### config.mk
export PLATFORM = sky130hd
export DESIGN_NAME = switch_press_counter
export DESIGN_NICKNAME = d
export VERILOG_FILES = /design/src/rtl/switch_press_counter.sv
export SDC_FILE = /design/constraint.sdc
export NUM_CORES = 1
export LEC_CHECK = 0
export CAP_MARGIN = 10
export CORE_ASPECT_RATIO = 1.5
export CORE_MARGIN = 4
export CORE_UTILIZATION = 38
export DETAILED_ROUTE_END_ITERATION = 10
export PLACE_DENSITY = 0.64
export RECOVER_POWER = 25
export SLEW_MARGIN = 25
export SYNTH_ARGS = -nofsm -noshare
export SYNTH_HDL_FRONTEND = slang
export SYNTH_SLANG_ARGS = --single-unit
### constraint.sdc
create_clock -name i_Clk -period 3.14 [get_ports i_Clk]
set_clock_uncertainty 0.05 [all_clocks]
set_input_delay 0.942 -clock i_Clk [delete_from_list [all_inputs] [get_ports i_Clk]]
set_output_delay 0.942 -clock i_Clk [all_outputs]
set_load 0.03 [all_outputs]
### src/rtl/switch_press_counter.sv
// Push-button press counter: 2-flop synchroniser, debounce filter, wrapping press count (count on release, DEBOUNCE_LIMIT+2 edges after a stable raw change).
// Optional auto-repeat while held is enabled by defining SWITCH_PRESS_COUNTER_AUTO_REPEAT_EN.
module switch_press_counter #(
  parameter int DEBOUNCE_LIMIT = 250000,
  parameter int COUNT_WIDTH    = 2,
  parameter int REPEAT_LIMIT   = 12500000
) (
  input  logic                   i_Clk,
  input  logic                   i_Rst_L,
  input  logic                   i_Switch,
  output logic [COUNT_WIDTH-1:0] o_Binary_Number,
  output logic                   o_Press_Pulse,
  output logic                   o_Switch_Debounced
);

  localparam int              DEB_W    = $clog2(DEBOUNCE_LIMIT);
  localparam logic [DEB_W-1:0] DEB_LAST = DEB_W'(DEBOUNCE_LIMIT - 1);

  if (DEBOUNCE_LIMIT < 2 || REPEAT_LIMIT < 2) begin : g_bad_params
    $error("switch_press_counter: DEBOUNCE_LIMIT and REPEAT_LIMIT must be >= 2");
  end

`ifdef SWITCH_PRESS_COUNTER_AUTO_REPEAT_EN
  localparam int              REP_W    = $clog2(REPEAT_LIMIT);
  localparam logic [REP_W-1:0] REP_LAST = REP_W'(REPEAT_LIMIT - 1);

  typedef enum logic [1:0] {IDLE, PRESSED, REPEAT} state_t;
  logic [REP_W-1:0] rep_timer;
`else
  typedef enum logic [1:0] {IDLE, PRESSED} state_t;
`endif

  logic                   sync_meta;
  logic                   sync_q;
  logic [DEB_W-1:0]       deb_cnt;
  logic                   debounced;
  state_t                 state;
  logic [COUNT_WIDTH-1:0] count;
  logic                   pulse;

  always_ff @(posedge i_Clk or negedge i_Rst_L) begin
    if (!i_Rst_L) begin
      sync_meta <= 1'b0;
      sync_q    <= 1'b0;
    end else begin
      sync_meta <= i_Switch;
      sync_q    <= sync_meta;
    end
  end

  // Any sample agreeing with the accepted level restarts the qualification window.
  always_ff @(posedge i_Clk or negedge i_Rst_L) begin
    if (!i_Rst_L) begin
      deb_cnt   <= '0;
      debounced <= 1'b0;
    end else if (sync_q == debounced) begin
      deb_cnt <= '0;
    end else if (deb_cnt == DEB_LAST) begin
      debounced <= sync_q;
      deb_cnt   <= '0;
    end else begin
      deb_cnt <= deb_cnt + DEB_W'(1);
    end
  end

  always_ff @(posedge i_Clk or negedge i_Rst_L) begin
    if (!i_Rst_L) begin
      state <= IDLE;
      count <= '0;
      pulse <= 1'b0;
`ifdef SWITCH_PRESS_COUNTER_AUTO_REPEAT_EN
      rep_timer <= '0;
`endif
    end else begin
      pulse <= 1'b0;
      case (state)
        IDLE: begin
          if (debounced) begin
            state <= PRESSED;
`ifdef SWITCH_PRESS_COUNTER_AUTO_REPEAT_EN
            rep_timer <= '0;
`endif
          end
        end
        PRESSED: begin
          // Release wins over a repeat expiring on the same edge.
          if (!debounced) begin
            state <= IDLE;
            count <= count + COUNT_WIDTH'(1);
            pulse <= 1'b1;
          end
`ifdef SWITCH_PRESS_COUNTER_AUTO_REPEAT_EN
          else if (rep_timer == REP_LAST) begin
            state     <= REPEAT;
            count     <= count + COUNT_WIDTH'(1);
            pulse     <= 1'b1;
            rep_timer <= '0;
          end else begin
            rep_timer <= rep_timer + REP_W'(1);
          end
`endif
        end
`ifdef SWITCH_PRESS_COUNTER_AUTO_REPEAT_EN
        REPEAT: begin
          if (!debounced) begin
            state <= IDLE;
          end else if (rep_timer == REP_LAST) begin
            count     <= count + COUNT_WIDTH'(1);
            pulse     <= 1'b1;
            rep_timer <= '0;
          end else begin
            rep_timer <= rep_timer + REP_W'(1);
          end
        end
`endif
        default: state <= IDLE;
      endcase
    end
  end

  assign o_Binary_Number    = count;
  assign o_Press_Pulse      = pulse;
  assign o_Switch_Debounced = debounced;

endmodule

* Yosys cells after proc, flatten, opt, wreduce, memory -nomap -nowiden
Index checks and enable logic that the tools add are counted.
** Operators by class
- Add/sub/neg operators :: 2
- Eq/ne operators :: 5
- Multiplexer cells :: 7
- Bitwise logic cells :: 2
- Reduce and logical (&&, ||, !) cells :: 4
** Operators with widths (number)
- two-way mux 18 bit :: 2
- adder 18 x 1 -> 18 bit (second input constant) :: 1
- == test 18 bit (second input constant) :: 1
- AND reduction 2 bit :: 3
- two-way mux 2 bit :: 2
- inequality test 2 bit (second input constant) :: 2
- one-hot mux 2 bit (2 select lines) :: 1
- adder 2 x 1 -> 2 bit (second input constant) :: 1
- == test 2 x 1 -> 1 bit (second input constant) :: 1
- zero test 2 bit :: 1
- two-way mux 1 bit :: 2
- inverter 1 bit :: 2
- == test 1 bit :: 1
** Word-level totals
- Flip-flop bits (word level) :: 26
- Input bits :: 3
- Output and inout bits :: 4
- Logic and storage cells :: 27

* Depth between registers and ports, before layout
Gate-level depths: netlist of run 1.
- Word-level depth :: 3
- Gate-level depth with buffers :: 6
- Depth with buffers taken out :: 5

* Worst setup path before layout of run 1
No wires, ideal clock.
- Path kind :: register -> register
- Start :: register deb_cnt[0]
- End :: register deb_cnt[11]
- Library setup time :: 0.119 ns
- Arrival :: 1.535 ns
- Data required time :: 2.971 ns
- Path slack :: 1.436 ns
- Stages on the path, launching flop included :: 6
- Path buffers :: 1
- Period minus slack after synthesis :: 1.704 ns
- Cell sequence :: dfrtp_1 -> ha_1 -> nand3_1 -> o41ai_4 -> buf_4 -> nor2_1
** Between the ends
- Longest elaborated chain between the ends :: 3
- Elaborated cells on any way between the ends :: 4
- Classes of those cells :: add/sub (1); eq/ne (1); mux (2)
** RTL lines
- start: declaration :: line 35 : logic [DEB_W-1:0] deb_cnt;
- start signal: assignment :: line 62 : deb_cnt <= deb_cnt + DEB_W'(1);
- adder 18 x 1 -> 18 bit / == test 18 bit (equally long branches) :: line 62, 58
- two-way mux 18 bit * :: line 58 : end else if (deb_cnt == DEB_LAST) begin
- two-way mux 18 bit * :: line 56 : end else if (sync_q == debounced) begin
Mark *: on every way between the ends. The rest lies on a longest branch, timed or not.
A chain may end at the register's enable or synchronous reset.

* Final worst setup path of run 1
- Start :: register count[0], in the netlist o_Binary_Number[0]
- End :: output port o_Binary_Number[0]
** RTL lines
- start: declaration :: line 38 : logic [COUNT_WIDTH-1:0] count;
- start signal: assignment :: line 89 : count <= count + COUNT_WIDTH'(1);
- end: declaration :: line 11 : output logic [COUNT_WIDTH-1:0] o_Binary_Number,
No word-level cell between the ends.

==> summary.md, run 1 <==
| Metric | Value |
|---|---|
| Status | completed |
| Setup violators final | 0 |
| Yosys warning total | 0 |
| Final Instance Area | 0.00132 mm^2 |
| CP required | 2150 ps |
| Row count | 24 |
| Worst vdd ir | 0.294 mV |
| Top cell type's share of synthesized area | 53.2% |
| Max clock buf depth | 2 |
| Worst setup path class | reg2out |
| Initial Util | 39.9% |
| Cell variety after synth | 26 |
| Post-CTS Resized | 0 |
| Vias per inst | 5.15 |
| Die height | 76.1 um |
| Number of diodes | 0 |
| F_max | 427 MHz |
| Pins over their slew limit | 0 |
| First-pass GRT wire length | 3960 um |
| Setup crit start kind | flop |
| CTS root buffer | clkbuf_8 |
| Worst-path clk slew | 80 ps |
| Clock Latency Late Sink | 270 ps |
| Fin nets | 123 |
| Avg Inst Size Synth | 10.9 um^2 |
| Initial antenna violation count | 0 |
| Arrival time at the worst endpoint | 1350 ps |
| Final Hold Viols | 0 |
| Mapped Area | 0.00117 mm^2 |
| Worst Path Buf+Inv | 1 |
| Die ar. | 0.00406 mm^2 |
| Synth Net Count | 113 |
| Pwr dens | 408 mW/mm^2 |
| Pin count of the biggest net entering global routing | 26 |
| Fillcell total | 315 |
| Number of hold buffers added after CTS | 0 |
| Seq cells post-synth | 25 |
| Slowest CP cell | clkdlybuf4s50_1 |
| Die width | 53.4 um |
| Drt total wl | 2100 um |
| CTS Buf Count | 3 |
| Biggest area consumer among synthesized cells | dfrtp_1 |
| Hold Path Class | reg2reg |
| Footprint of the multi-input gates | 529 um^2 |
| Worst path cell trace | clkdlybuf4s50_1 |
| Pleak | 0.549 nW |
| Max Cap Viol | 0 |
| Seq/Total Area, Yosys | 53.2% |
| Post-place instance area | 0.00128 mm^2 |
| Crit-path leading delay family | buffers and inverters |
| Vias in the first global route | 869 |
| Antenna Nets Post-Route | 0 |
| Residual DRC | 0 |
| Post-DP HPWL | 1520 um |
| Via count | 803 |
| Critical path endpoint category | output port |
| Post-synthesis cell count | 108 |
| Port bufs | 6 |
| Slowest Stage Delay on Critical Path | 690 ps |
| Post CTS Setup Buffer Count | 0 |
| GRT Overall Usage | 12.6% |
| Post-DR wirelength/cell | 13.5 um |
| Grt ovf | 0 |
| Sequential cell area | 626 um^2 |
| Ranking of synthesized cells by area | dfrtp_1, xnor2_1, xor2_1 |
| Core region area | 0.00294 mm^2 |
| Setup TNS | 0 ps |
| Io pins | 7 |
| Layout cell share with drive strength beyond 1 | 7.69% |
| CP max FO | 3 |
| CTS H-Tree Depth | 1 |
| Slew headroom | 14.9% |
| Sink Count | 25 |
| Drt pass-1 iters | 4 |
| Area Overhead vs Synth | 12.4% |
| Worst Max-Slew Pin Slew | 1280 ps |
| Placer congestion estimate | 0.769 |
| Tcrit/Tclk final | 74.6% |
| CTS tree | done |
| Unrepaired setup endpoints after global routing | no |
| Crit path time final | 2340 ps |
| DRT iter0 DRCs | 8 |
layout by cell type (no fill, tap or decap), types with 2 or more instances in the layout:
cell type,synthesis,layout
nand3_1,6,6
ha_1,2,2
a21oi_1,2,2
nor3_1,2,2
nand2_1,8,8
xnor2_1,9,9
dlygate4sd3_1,0,2
nand4_1,5,5
xor2_1,9,9
nor4_1,5,5
clkdlybuf4s50_1,0,4
dfrtp_1,25,25
inv_1,2,2
clkbuf_8,0,3
and4_1,2,2
nor2_1,18,18
clkbuf_1,0,2
synth_stat cells:
| cell | count |
|---|---|
| dfrtp_1 | 25 |
| nor2_1 | 18 |
| xnor2_1 | 9 |
| xor2_1 | 9 |
| nand2_1 | 8 |
| nand3_1 | 6 |
| nand4_1 | 5 |
| nor4_1 | 5 |
| a21oi_1 | 2 |
| and4_1 | 2 |
| ha_1 | 2 |
| inv_1 | 2 |
| nor3_1 | 2 |
| and4_2 | 1 |
| buf_2 | 1 |
| buf_4 | 1 |
| mux2_2 | 1 |
| nand3_2 | 1 |
| nand4_2 | 1 |
| nor4bb_1 | 1 |
| o21ai_0 | 1 |
| o31ai_1 | 1 |
| o41ai_4 | 1 |
| or3_1 | 1 |
| or3_4 | 1 |
| or4_1 | 1 |
registers in the layout (all words and copies together), names as in the netlist:
register / cells
state: 1
o_Switch_Debounced: 1
o_Binary_Number: 2
sync_q: 1
deb_cnt: 18
sync_meta: 1
o_Press_Pulse: 1
power by group:
part	switching [W]	total [W]	internal, W
sequential	0.00000409	0.000330	0.000326
clock	0.0000975	0.000188	0.0000908
combinational	0.0000137	0.0000201	0.00000641
total	0.000115	0.000539	0.000423
layer usage:
layer / global-route usage [%] / vias up / routed length [um]
met1: 16.1 / 388 / 911
li1: - / 398 / -
met5: 0 / - / 0
met3: 2.94 / 6 / 67
met2: 19.8 / 11 / 1070
met4: 5.37 / 0 / 51
cell families (layout without fill, tap and decap cells):
group / after synthesis / count (layout) / synth area share, %
fa+ha+maj: 2 / 2 / 2.13
simple gates: 53 / 53 / 24.3
flops: 25 / 25 / 53.2
compound gates: 5 / 5 / 4.26
mux: 1 / 1 / 0.958
xor+xnor: 18 / 18 / 13.4
buf+inv: 4 / 13 / 1.70
final timing paths:
| kind | startpoint | to | slack [ps] | depth (start not counted) |
|---|---|---|---|---|
| min reg2reg | sync_meta$_DFF_PN0_ | sync_q$_DFF_PN0_ | 310 | 0 |
| min | sync_meta$_DFF_PN0_ | sync_q$_DFF_PN0_ | 310 | 0 |
| max reg2reg | deb_cnt[0]$_DFF_PN0_ | deb_cnt[10]$_DFF_PN0_ | 1040 | 4 |
| max in group asynchronous | i_Rst_L | deb_cnt[17]$_DFF_PN0_ | 870 | 2 |
| max | o_Binary_Number[0]$_DFFE_PN0P_ | o_Binary_Number[0] | 800 | 1 |
| min in group asynchronous | i_Rst_L | deb_cnt[11]$_DFF_PN0_ | 1420 | 2 |
per-stage QoR:
step	utilization (%)	power [W]	hold WS, ps	instances	setup slack [ps]
final	44.9	0.000539	309	156	798
after global routing	44.9	0.000562	318	156	560
after CTS	45.0	0.000548	313	156	781
after detailed placement	43.5	0.000358	293	152	1040
after global placement	43.5	0.000358	284	152	1100
after floorplan	-	0.000347	281	108	1440
final cells by class:
class | instances | area share, %
Clock buffer | 4 | 3.41
Inverter | 2 | 0.569
Multi-Input combinational cell | 79 | 40.1
Sequential cell | 25 | 47.4
Tap cell | 39 | 3.70
Timing Repair Buffer | 7 | 4.83
Note: power is estimated with default switching activity, not from simulation.
==> run 2, diff against run 1 <==
- clock period: 3.14 -> 2.3 ns (I/O delays scaled with it)
==> summary.md, run 2 (synthesized netlist as in run 1, its figures left out) <==
| Metric | Value |
|---|---|
| Unrepaired setup endpoints after global routing | no |
| Drt total wl | 2150 um (+2.1%) |
| CTS tree | done |
| Net Sw Power | 0.000167 W (+45%) |
| Worst R2R Path Depth | 4 (unchanged) |
| Post-place instance area | 0.00129 mm^2 (+0.59%) |
| Placer congestion estimate | 0.751 (-2.2%) |
| Pin count of the biggest net entering global routing | 26 (unchanged) |
| Hold Path Class | reg2reg |
| Worst Max-Slew Pin Slew | 608 ps (-668 ps) |
| Initial antenna violation count | 0 (unchanged) |
| Worst path cell trace | clkdlybuf4s50_1 |
| Footprint of the multi-input gates | 529 um^2 (unchanged) |
| Row count | 24 (unchanged) |
| Setup crit start kind | flop |
| DRT iter0 DRCs | 18 (+10) |
| Via count | 825 (+2.7%) |
| Tcrit/Tclk final | 91.0% |
| Pins over their slew limit | 0 (unchanged) |
| Grt ovf | 0 (unchanged) |
| Slowest Stage Delay on Critical Path | 690 ps (about the same) |
| Cell count after placement | 153 (+0.66%) |
| GRT Overall Usage | 11.8% (-0.78 points) |
| Residual DRC | 0 (unchanged) |
| Pwr dens | 559 mW/mm^2 (+37%) |
| Slowest CP cell | clkdlybuf4s50_1 |
| Internal | 0.000577 W (+36%) |
| CTS root buffer | clkbuf_8 |
| Worst Path Buf+Inv | 1 (unchanged) |
| Crit-path leading delay family | buffers and inverters |
| Area Overhead vs Synth | 13.2% |
| Final Hold Viols | 0 (unchanged) |
| Reg-to-reg endpoint | deb_cnt[17]$_DFF_PN0_ |
| Worst setup path class | reg2out |
| Post-DP HPWL | 1550 um (+2.3%) |
| CTS H-Tree Depth | 1 (unchanged) |
| Comb pwr share | 3.9% (+0.2 points) |
| Fin nets | 124 (+0.81%) |
| Reg2Reg Setup Slack | 480 ps (-560 ps) |
| Worst vdd ir | 0.469 mV (+59%) |
| Number of diodes | 0 (unchanged) |
| Sink Count | 25 (unchanged) |
| Layout cell share with drive strength beyond 1 | 10.2% (+2.5 points) |
| Sequential cell area | 626 um^2 (unchanged) |
| Hold wc startpoint | sync_meta$_DFF_PN0_ |
| Max clock buf depth | 2 (unchanged) |
| Hold path endpoint | sync_q$_DFF_PN0_ |
| Final Instance Area | 0.00133 mm^2 (+0.76%) |
| Worst Hold Depth | 0 (unchanged) |
| Fillcell total | 314 (-0.32%) |
| RR Startpoint | deb_cnt[5]$_DFF_PN0_ |
| Max Cap Viol | 0 (unchanged) |
| DP Worst Slack | 498 ps (-545 ps) |
| Post-CTS Resized | 0 (unchanged) |
| Max FFs per register | 18 (unchanged) |
| Most common cell after layout, fill and taps aside | dfrtp_1 |
| Die ar. | 0.00406 mm^2 (unchanged) |
| Setup TNS | 0 ps (unchanged) |
| Arrival time at the worst endpoint | 1350 ps (about the same) |
| Worst-path clk slew | 80 ps (about the same) |
| Core region area | 0.00294 mm^2 (unchanged) |
| Clock Latency Late Sink | 270 ps (about the same) |
| Setup violators final | 0 (unchanged) |
| Antenna Nets Post-Route | 0 (unchanged) |
| Post-DR wirelength/cell | 13.7 um (+1.4%) |
| Post CTS Setup Buffer Count | 0 (unchanged) |
| CTS Buf Count | 3 (unchanged) |
| Slew headroom | 59.5% (+45 points) |
| F_max | 478 MHz |
| Drt pass-1 iters | 4 (unchanged) |
| Number of hold buffers added after CTS | 0 (unchanged) |
| Most frequent cells in the layout | dfrtp_1, nor2_1, xor2_1, xnor2_1, nand2_1 |
| Layout Utilization | 45.2% (+0.34 points) |
| Top reg by flops | deb_cnt |
| Die height | 76.1 um (unchanged) |
| Final cell count without fillers | 157 (+0.64%) |
| Die width | 53.4 um (unchanged) |
| Crit path time final | 2090 ps |
| Clock power frac | 35.5% (+0.5 points) |
| Status | completed |
| Initial Util | 39.9% (unchanged) |
| Vias in the first global route | 852 (-2.0%) |
| Pleak | 0.560 nW (+1.9%) |
| CP max FO | 4 (+1) |
| CP required | 1560 ps (-590 ps) |
| Critical path endpoint category | output port |
| Io pins | 7 (unchanged) |
| First-pass GRT wire length | 3720 um (-6.1%) |
| Sw frac | 22.5% (+1.1 points) |
| Final WS setup | 207 ps (-591 ps) |
| Port bufs | 6 (unchanged) |
| Vias per inst | 5.25 (+2.1%) |
| Sequential power share | 60.6% (-0.7 points) |
==> run 2: changes by cell type in the layout (fill, tap and decap cells not counted) <==
cell	before	now
clkinv_2	0	1
buf_4	0	1
clkbuf_2	0	1
clkbuf_1	2	0
==> run 2: worst max path at each step <==
stage,slack [ps],endpoint,cells past startpoint,from
floorplan,600,deb_cnt[16]$_DFF_PN0_,5,deb_cnt[0]$_DFF_PN0_
global placement,510,o_Switch_Debounced,1,o_Switch_Debounced$_DFFE_PN0P_
detailed placement,500,o_Switch_Debounced,1,o_Switch_Debounced$_DFFE_PN0P_
CTS,200,o_Switch_Debounced,1,o_Switch_Debounced$_DFFE_PN0P_
global route,160,o_Switch_Debounced,1,o_Switch_Debounced$_DFFE_PN0P_
finish,210,o_Switch_Debounced,1,o_Switch_Debounced$_DFFE_PN0P_
==> run 2: per-stage QoR <==
step | hold WS, ps | power [W]
final | 312 | 0.000744
after global routing | 333 | 0.000770
after CTS | 317 | 0.000746
after detailed placement | 297 | 0.000491
after global placement | 285 | 0.000490
after floorplan | 281 | 0.000473
==> run 2: routing by layer <==
metal,up-vias,track usage (%),part of all wire (%)
li1,396,-,-
met1,407,14.4,43
met2,18,20.5,52
met3,4,2.35,3.6
met4,0,3.07,0.88
met5,-,0,0
==> run 2: power by group through the flow <==
stage	combinational [W]	clock (W)	sequential, W
4_1_cts	0.0000318	0.000263	0.000451
2_1_floorplan	0.0000150	0	0.000458
3_5_place_dp	0.0000316	0	0.000460
5_1_grt	0.0000339	0.000284	0.000452
6_report	0.0000293	0.000264	0.000451
3_3_place_gp	0.0000308	0	0.000459
==> run 2: final cells by class <==
type,count,share of cell area [%]
flip-flops and latches,25,47.0
multi-input cells,79,39.8
repair buffers,8,5.46
well taps,39,3.67
clock buffers,3,3.10
inverters,2,0.564
clock inverters,1,0.376
==> run 3, diff against run 2 <==
- CTS_CLUSTER_DIAMETER: default -> 100
- MAX_ROUTING_LAYER: default -> met4
- PLACE_DENSITY: 0.64 -> 0.56
==> summary.md, run 3 (synthesized netlist as in run 1, its figures left out) <==
| Metric | Value |
|---|---|
| Status | completed |
| CTS root buffer | clkbuf_8 |
| Crit-path leading delay family | buffers and inverters |
| Sink Count | 25 (unchanged) |
| Layout cell share with drive strength beyond 1 | 9.32% (-0.85 points) |
| Top reg by flops | deb_cnt |
| Setup TNS | 0 ps (unchanged) |
| Die ar. | 0.00406 mm^2 (unchanged) |
| Setup violators final | 0 (unchanged) |
| Fin nets | 124 (unchanged) |
| Via count | 784 (-5.0%) |
| Post CTS Setup Buffer Count | 0 (unchanged) |
| Worst vdd ir | 0.406 mV (-13%) |
| Row count | 24 (unchanged) |
| Grt ovf | 0 (unchanged) |
| Drt pass-1 iters | 4 (unchanged) |
| Pin count of the biggest net entering global routing | 26 (unchanged) |
| Critical path depth in cells | 1 (unchanged) |
| Net Sw Power | 0.000154 W (-7.9%) |
| Antenna Nets Post-Route | 0 (unchanged) |
| Comb pwr share | 4.0% (about the same) |
| Worst-path clk slew | 80 ps (about the same) |
| Most common cell after layout, fill and taps aside | dfrtp_1 |
| Pwr dens | 551 mW/mm^2 (-1.4%) |
| Final cell count without fillers | 157 (unchanged) |
| Worst path cell trace | clkdlybuf4s50_1 |
| Die height | 76.1 um (unchanged) |
| Sequential power share | 61.5% (+0.9 points) |
| Post-CTS Resized | 0 (unchanged) |
| Max clock buf depth | 2 (unchanged) |
| CP required | 1560 ps (about the same) |
| Unrepaired setup endpoints after global routing | no |
| Worst R2R Path Depth | 4 (unchanged) |
| Sw frac | 21.0% (-1.5 points) |
| Tcrit/Tclk final | 90.6% (-0.42 points) |
| GRT Overall Usage | 12.3% (+0.51 points) |
| Post-DP HPWL | 1530 um (-1.4%) |
| Worst Hold Depth | 0 (unchanged) |
| Reg2Reg Setup Slack | 500 ps (+20 ps) |
| Pins over their slew limit | 0 (unchanged) |
| Slowest Stage Delay on Critical Path | 690 ps (about the same) |
| Setup crit start kind | flop |
| Clock Latency Late Sink | 260 ps (about the same) |
| Core region area | 0.00294 mm^2 (unchanged) |
| Final Hold Viols | 0 (unchanged) |
| F_max | 480 MHz (+0.46%) |
| Drt total wl | 2090 um (-2.7%) |
| Placer congestion estimate | 0.837 (+11%) |
| Most frequent cells in the layout | dfrtp_1, nor2_1, xor2_1, xnor2_1, nand2_1 |
| Slowest CP cell | clkdlybuf4s50_1 |
| Port bufs | 6 (unchanged) |
| Initial antenna violation count | 0 (unchanged) |
| First-pass GRT wire length | 3710 um (-0.19%) |
| CTS Buf Count | 3 (unchanged) |
| Number of diodes | 0 (unchanged) |
| Slew headroom | 59.9% (+0.45 points) |
| Io pins | 7 (unchanged) |
| Fillcell total | 312 (-0.64%) |
| Cell count after placement | 153 (unchanged) |
| Worst setup path class | reg2out |
| Worst Path Buf+Inv | 1 (unchanged) |
| DRT iter0 DRCs | 9 (-9) |
| Clock power frac | 34.5% (-1.0 points) |
| Die width | 53.4 um (unchanged) |
| Total Power | 0.000733 W (-1.5%) |
| Area Overhead vs Synth | 13.1% (about the same) |
| Vias in the first global route | 813 (-4.6%) |
| Arrival time at the worst endpoint | 1340 ps (about the same) |
| Post-DR wirelength/cell | 13.3 um (-2.7%) |
| CP max FO | 4 (unchanged) |
| Internal | 0.000579 W (+0.35%) |
| Vias per inst | 4.99 (-5.0%) |
| Residual DRC | 0 (unchanged) |
| Footprint of the multi-input gates | 529 um^2 (unchanged) |
| Sequential cell area | 626 um^2 (unchanged) |
| Initial Util | 39.9% (unchanged) |
| CTS H-Tree Depth | 1 (unchanged) |
| Crit path time final | 2080 ps (-9.60 ps) |
| Max FFs per register | 18 (unchanged) |
| CTS tree | done |
| Number of hold buffers added after CTS | 0 (unchanged) |
| Max Cap Viol | 0 (unchanged) |
| Critical path endpoint category | output port |
| Pleak | 0.557 nW (-0.49%) |
| Hold Path Class | reg2reg |
| Worst Max-Slew Pin Slew | 601 ps (-6.71 ps) |
## run 3: worst reg2reg max path, cell delays in order (launching register included)
cell and delay [ps]:
dfrtp_1 480, nand4_2 190, or3_4 430, or4_1 410
a21oi_1 160
## run 3: metrics by stage
stage	instance area, um^2	worst slack, ps	hold WS, ps	utilization [%]
floorplan	1170	596	281	-
global placement	1290	508	285	43.7
detailed placement	1290	492	297	43.7
CTS	1330	196	316	45.2
global route	1330	157	328	45.2
finish	1330	217	312	45.2
## run 3: final timing paths
check / to / start
worst min-delay path: sync_q$_DFF_PN0_ / sync_meta$_DFF_PN0_
worst max-delay path: o_Switch_Debounced / o_Switch_Debounced$_DFFE_PN0P_
worst min register to register: sync_q$_DFF_PN0_ / sync_meta$_DFF_PN0_
worst max register to register: deb_cnt[17]$_DFF_PN0_ / deb_cnt[5]$_DFF_PN0_
max in group asynchronous: deb_cnt[16]$_DFF_PN0_ / i_Rst_L
min in group asynchronous: deb_cnt[6]$_DFF_PN0_ / i_Rst_L
## run 3: cell type report
type	instances	area share, %
Tap cell	39	3.67
Inverter	2	0.565
Sequential cell	25	47.1
Multi-Input combinational cell	79	39.8
Clock buffer	4	3.39
Timing Repair Buffer	8	5.46
## run 3: power groups by stage
| stage | sequential (W) | combinational, W | clock (W) |
|---|---|---|---|
| after floorplan | 0.000458 | 0.0000150 | 0 |
| after global placement | 0.000459 | 0.0000314 | 0 |
| after detailed placement | 0.000459 | 0.0000320 | 0 |
| after CTS | 0.000451 | 0.0000320 | 0.000262 |
| after global routing | 0.000452 | 0.0000338 | 0.000283 |
| final | 0.000450 | 0.0000292 | 0.000253 |
## run 3: per-layer routing
metal	share of wire, %	track usage, %	vias up
met1	43	14.5	379
met4	1.4	5.37	0
li1	-	-	395
met5	0	-	-
met2	54	20.3	8
met3	2.0	1.76	2
